==> src/rtl/weight_buffer_pp.sv <==
// weight_buffer_pp: double-buffered (ping-pong) weight buffer for the PE array.
// One bank fills with per-kernel position beats while the other is presented
// to the PEs. A read bank is held across any number of requests and is only
// released when a request arrives together with i_data_last.
module weight_buffer_pp #(
  parameter int DAT_WIDTH   = 8,
  parameter int NUM_KERNEL  = 4,
  parameter int NUM_CHANNEL = 3,
  parameter int NUM_RDATA   = 3,
  localparam int BEAT  = DAT_WIDTH * NUM_CHANNEL,
  localparam int SLICE = BEAT * NUM_RDATA
) (
  input  logic                         clk,
  input  logic                         rst,
  input  logic [NUM_KERNEL*BEAT-1:0]   i_data,
  input  logic [NUM_KERNEL-1:0]        i_data_val,
  input  logic                         i_data_req,
  input  logic                         i_data_last,
  output logic [NUM_KERNEL*SLICE-1:0]  o_data,
  output logic                         o_data_val,
  output logic                         o_load_rdy,
  output logic [1:0]                   o_bank_full,
  output logic                         o_ovf
);

  // Counter must be able to hold NUM_RDATA itself ("kernel complete").
  localparam int CNT_W = $clog2(NUM_RDATA + 1);
  localparam logic [CNT_W-1:0] CNT_MAX = CNT_W'(NUM_RDATA);

  // Packed so that a bank flattens directly into the o_data layout:
  // kernel k at [(k+1)*SLICE-1 : k*SLICE], position p at [(p+1)*BEAT-1 : p*BEAT].
  logic [1:0][NUM_KERNEL-1:0][NUM_RDATA-1:0][BEAT-1:0] data_q, data_d;
  logic [1:0][NUM_KERNEL-1:0][CNT_W-1:0]               cnt_q, cnt_d;
  logic [1:0]                                          full_q, full_d;
  logic                                                wr_bank_q, wr_bank_d;
  logic                                                rd_bank_q, rd_bank_d;
  logic                                                ovf_q, ovf_d;
  logic                                                all_done;

  assign o_load_rdy  = ~full_q[wr_bank_q];
  assign o_data_val  = full_q[rd_bank_q] & i_data_req;
  assign o_data      = data_q[rd_bank_q];
  assign o_bank_full = full_q;
  assign o_ovf       = ovf_q;

  // Next-state: per-kernel beat capture, full detection, bank swap and release.
  always_comb begin
    data_d    = data_q;
    cnt_d     = cnt_q;
    full_d    = full_q;
    wr_bank_d = wr_bank_q;
    rd_bank_d = rd_bank_q;
    ovf_d     = ovf_q;
    all_done  = 1'b1;

    for (int k = 0; k < NUM_KERNEL; k++) begin
      if (i_data_val[k]) begin
        if (o_load_rdy && (cnt_q[wr_bank_q][k] != CNT_MAX)) begin
          for (int p = 0; p < NUM_RDATA; p++) begin
            if (cnt_q[wr_bank_q][k] == CNT_W'(p)) begin
              data_d[wr_bank_q][k][p] = i_data[k*BEAT +: BEAT];
            end
          end
          cnt_d[wr_bank_q][k] = cnt_q[wr_bank_q][k] + CNT_W'(1);
        end else begin
          ovf_d = 1'b1;
        end
      end
      if (cnt_d[wr_bank_q][k] != CNT_MAX) begin
        all_done = 1'b0;
      end
    end

    if (o_load_rdy && all_done) begin
      full_d[wr_bank_q] = 1'b1;
    end

    // Swap looks only at registered flags, so a freshly released bank
    // becomes the write target one edge after its release.
    if (full_q[wr_bank_q] && !full_q[~wr_bank_q]) begin
      wr_bank_d = ~wr_bank_q;
    end

    // Release never collides with a write: writes only go to a non-full bank.
    if (o_data_val && i_data_last) begin
      full_d[rd_bank_q] = 1'b0;
      cnt_d[rd_bank_q]  = '0;
      rd_bank_d         = ~rd_bank_q;
    end
  end

  // State registers with asynchronous active-low reset.
  always_ff @(posedge clk or negedge rst) begin
    if (!rst) begin
      data_q    <= '0;
      cnt_q     <= '0;
      full_q    <= '0;
      wr_bank_q <= 1'b0;
      rd_bank_q <= 1'b0;
      ovf_q     <= 1'b0;
    end else begin
      data_q    <= data_d;
      cnt_q     <= cnt_d;
      full_q    <= full_d;
      wr_bank_q <= wr_bank_d;
      rd_bank_q <= rd_bank_d;
      ovf_q     <= ovf_d;
    end
  end

endmodule

==> config.mk <==
export PLATFORM = sky130hd
export DESIGN_NAME = weight_buffer_pp
export DESIGN_NICKNAME = d
export VERILOG_FILES = /design/src/rtl/weight_buffer_pp.sv
export SDC_FILE = /design/constraint.sdc
export NUM_CORES = 1
export LEC_CHECK = 0
export ABC_AREA = 1
export CAP_MARGIN = 20
export CORE_MARGIN = 5
export CORE_UTILIZATION = 35
export CTS_CLUSTER_SIZE = 40
export DETAILED_ROUTE_END_ITERATION = 16
export GPL_TIMING_DRIVEN = 0
export MAX_ROUTING_LAYER = met4
export PLACE_DENSITY = 0.54
export SETUP_SLACK_MARGIN = 0.1
export SLEW_MARGIN = 0
export SYNTH_ARGS = -nofsm -noshare
export SYNTH_HDL_FRONTEND = slang
export SYNTH_SLANG_ARGS = --single-unit
==> constraint.sdc <==
create_clock -name clk -period 4 [get_ports clk]
set_clock_uncertainty 0.05 [all_clocks]
set_input_delay 0.6 -clock clk [delete_from_list [all_inputs] [get_ports clk]]
set_output_delay 0.6 -clock clk [all_outputs]
set_load 0.01 [all_outputs]
==> flow_metrics.py <==
metrics = {
    "run": {
        "cap_violations": 0,
    },
    "placement": {
        "place_area_mm2": 0.0314,
        "io_buffers": 392,
        "pre_cts_ws_ps": 495,
        "dpl.hpwl_mm": 65.6,
        "gp_congestion": 0.808,
    },
    "synthesis": {
        "ys_ff_latch": 597,
        "synth_top_cell_by_area": "dfrtp_1",
        "synthFlopType": "dfrtp_1",
        "synth_nets": 3243,
        "yosysSeqAreaShare_pct": 57.1,
        "synth_area_leaders": "dfrtp_1 57%, nand2_1 20%, o21ai_0 9.0%",
        "synth_edf_count": 0,
        "synth_top_area_share_pct": 57.1,
        "yosysWarnings": 0,
        "async_flop_share_pct": 100,
        "avgSynthCellArea_um2": 8.37,
        "postSynthCellCount": 3123,
        "synth.distinct_cells": 30,
        "netlist_area_mm2": 0.0262,
    },
    "clock_network": {
        "cts_tree": "yes",
        "numCtsBuffers": 70,
        "cts_setup_buffers": 0,
        "cts.sinks": 597,
        "root_buffer": "clkbuf_16",
        "clkTransAtPathRegs_ps": 60,
        "cts-htree-levels": 3,
        "clkLatencyLatePin_ps": 590,
        "cts_buffer_depth": 3,
    },
    "drt": {
        "wl_per_cell_um": 20.2,
        "detail-route-antenna-nets": 0,
        "routed_via_density": 4.92,
        "first_iter_violations": 1805,
        "first_pass_iters": 5,
        "vias": 22700,
        "wl_mm": 93.0,
        "drc": 0,
    },
    "global_routing": {
        "busiest_layer": "met2",
        "grt_overflow": 0,
        "use_met1_pct": 32.0,
        "grt_usage_pct": 23.3,
        "antenna_found_initial": 7,
        "grtUsageMet3_pct": 3.64,
        "first_global_vias": 22500,
        "grt_max_degree": 118,
        "grt_pass1_wl_mm": 142,
        "use_met2_pct": 36.8,
    },
    "worst_setup_path": {
        "r2r-start": "wr_bank_q",
        "rr_worst_depth": 11,
        "crit_type": "reg2out",
        "crit_arrival_ps": 3040,
        "r2r-end": "data_q[106]",
        "crit_path_end_kind": "output pin",
        "start_kind": "flip-flop",
        "r2r_slack_ps": 690,
        "critical_path_required_ps": 3350,
        "cp_max_fo": 10,
    },
    "timing": {
        "setup_violations": 0,
        "hold_viol_final": 0,
        "clock.fmax_mhz": 271,
        "whs_ps": 363,
        "finalSetupTns_ps": 0,
        "setup_ws_ps": 312,
        "min_period_over_period_pct": 92.2,
        "rsz0062_at_grt": "false",
        "period_minus_slack_ps": 3690,
        "worstMarginPinSlew_ps": 830,
        "report.final.slew_viol_count": 0,
        "maxSlewHeadroom_pct": 44.6,
    },
    "worst_hold_path": {
        "holdPathStages": 3,
        "hold_end": "o_ovf",
        "min_from": "i_data_val[1]",
        "hp-class": "in2reg",
    },
    "outcome": {
        "run_status": "complete, no violations",
    },
    "cells_and_area": {
        "fin_nets": 3713,
        "fillers": 7565,
        "drive_gt1_share_pct": 8.01,
        "syn_to_final_growth_pct": 28.9,
        "stdcell_area_mm2": 0.0337,
    },
    "power": {
        "power.leakage_nw": 16.6,
        "power.density_mw_per_mm2": 889,
        "vdd_ir_drop_max_mv": 0.494,
    },
    "floorplan": {
        "core_mm2": 0.0743,
        "die_x_um": 283,
        "dieHeight_um": 283,
        "initial_core_util_pct": 35.2,
        "boundaryPins": 397,
        "dieArea_mm2": 0.0803,
        "rows": 100,
    },
}
worst max-delay path by stage:
| stage | slack (ps) | from | depth (start not counted) | end |
|---|---|---|---|---|
| after floorplan | 1600 | wr_bank_q | 14 | data_q[171] |
| after global placement | -25870 | rst | 1 | data_q[322] |
| after detailed placement | 490 | rd_bank_q | 7 | o_data[88] |
| after CTS | 90 | rd_bank_q | 6 | o_data[88] |
| after global routing | 160 | rd_bank_q | 6 | o_data[245] |
| final | 310 | rd_bank_q | 6 | o_data[247] |
cells by family after synthesis:
kind of cell | Yosys count | share of synthesized area (%)
simple gates | 1510 | 22.7
flops | 597 | 57.1
fa+ha+maj | 16 | 0.765
buf+inv | 368 | 7.00
compound gates | 632 | 12.5
registers in the layout, indices dropped and copies added (netlist names):
| name | cells |
|---|---|
| rd_bank_q | 1 |
| cnt_q | 16 |
| o_bank_full | 2 |
| data_q | 576 |
| wr_bank_q | 1 |
| o_ovf | 1 |
cell usage in the layout, fill, tap and decap left out, types with 3 or more instances in the layout:
master | synthesis | final
clkbuf_1 | 82 | 91
clkinvlp_4 | 0 | 4
bufinv_16 | 0 | 4
nor2_1 | 17 | 17
o21ai_2 | 23 | 23
nand2_2 | 7 | 7
nand3b_1 | 3 | 3
clkdlybuf4s50_1 | 0 | 391
a21oi_1 | 7 | 7
ha_1 | 16 | 16
o21ai_1 | 129 | 129
inv_2 | 7 | 7
buf_4 | 10 | 10
nand3_1 | 23 | 23
buf_6 | 46 | 46
clkbuf_2 | 0 | 6
clkbuf_8 | 0 | 11
nand4_1 | 10 | 10
buf_16 | 0 | 5
buf_2 | 51 | 51
clkinv_2 | 0 | 13
clkbuf_16 | 0 | 71
o21ai_0 | 470 | 470
nor2_4 | 6 | 6
or2_2 | 5 | 5
inv_1 | 170 | 170
nand2_1 | 1424 | 1424
dfrtp_1 | 597 | 597
nand3_2 | 10 | 10
where the power goes:
part           total, mW  switching [mW]  internal [mW]
clock network       6.36            2.62           3.74
logic               13.5            7.75           5.80
registers           10.1            1.34           8.72
total               30.0            11.7           18.3
synth_stat cells, types with 3 or more instances:
| cell | number |
|---|---|
| a21oi_1 | 7 |
| buf_2 | 51 |
| buf_4 | 10 |
| buf_6 | 46 |
| clkbuf_1 | 82 |
| dfrtp_1 | 597 |
| ha_1 | 16 |
| inv_1 | 170 |
| inv_2 | 7 |
| nand2_1 | 1424 |
| nand2_2 | 7 |
| nand3_1 | 23 |
| nand3_2 | 10 |
| nand3b_1 | 3 |
| nand4_1 | 10 |
| nor2_1 | 17 |
| nor2_4 | 6 |
| o21ai_0 | 470 |
| o21ai_1 | 129 |
| o21ai_2 | 23 |
| or2_2 | 5 |
stage by stage:
stage | util, % | total power, mW | cells
after detailed placement | 42.3 | 23.8 | 4489
after global routing | 45.4 | 32.1 | 4615
after floorplan | - | 16.9 | 3123
after CTS | 45.4 | 30.3 | 4613
after global placement | 42.1 | 23.7 | 4484
final | 45.4 | 30.0 | 4615
critical path, cell delays in order (launching register included):
cell and delay (ps):
dfrtp_1 340, buf_2 250, clkbuf_2 360, clkbuf_1 530, nand2_1 100, o21ai_0 230
clkdlybuf4s50_1 640
routing by layer:
metal,share of wire [%],wire (µm)
met5,0,0
met4,2.3,2100
met3,4.7,4410
met2,47,43700
met1,46,42800
what timing repair did:
action | CTS | global route
setup endpoints to repair | 267 | 18
gates resized for setup | 5 | 2
hold buffers | 1 | 0
endpoints found under the hold margin | 28 | 0
cell type report:
cell class,count,area [µm²],share of cell area [%]
Sequential cell,597,14900,44.3
Multi-Input combinational cell,2158,9380,27.8
Timing Repair Buffer,398,4080,12.1
Clock buffer,97,1980,5.89
Tap cell,969,1210,3.60
Buffer,190,1170,3.46
Inverter,178,671,1.99
Clock inverter,26,277,0.820
Antenna cell,2,5.00,0.0148
Note: power is estimated with default switching activity, not from simulation.
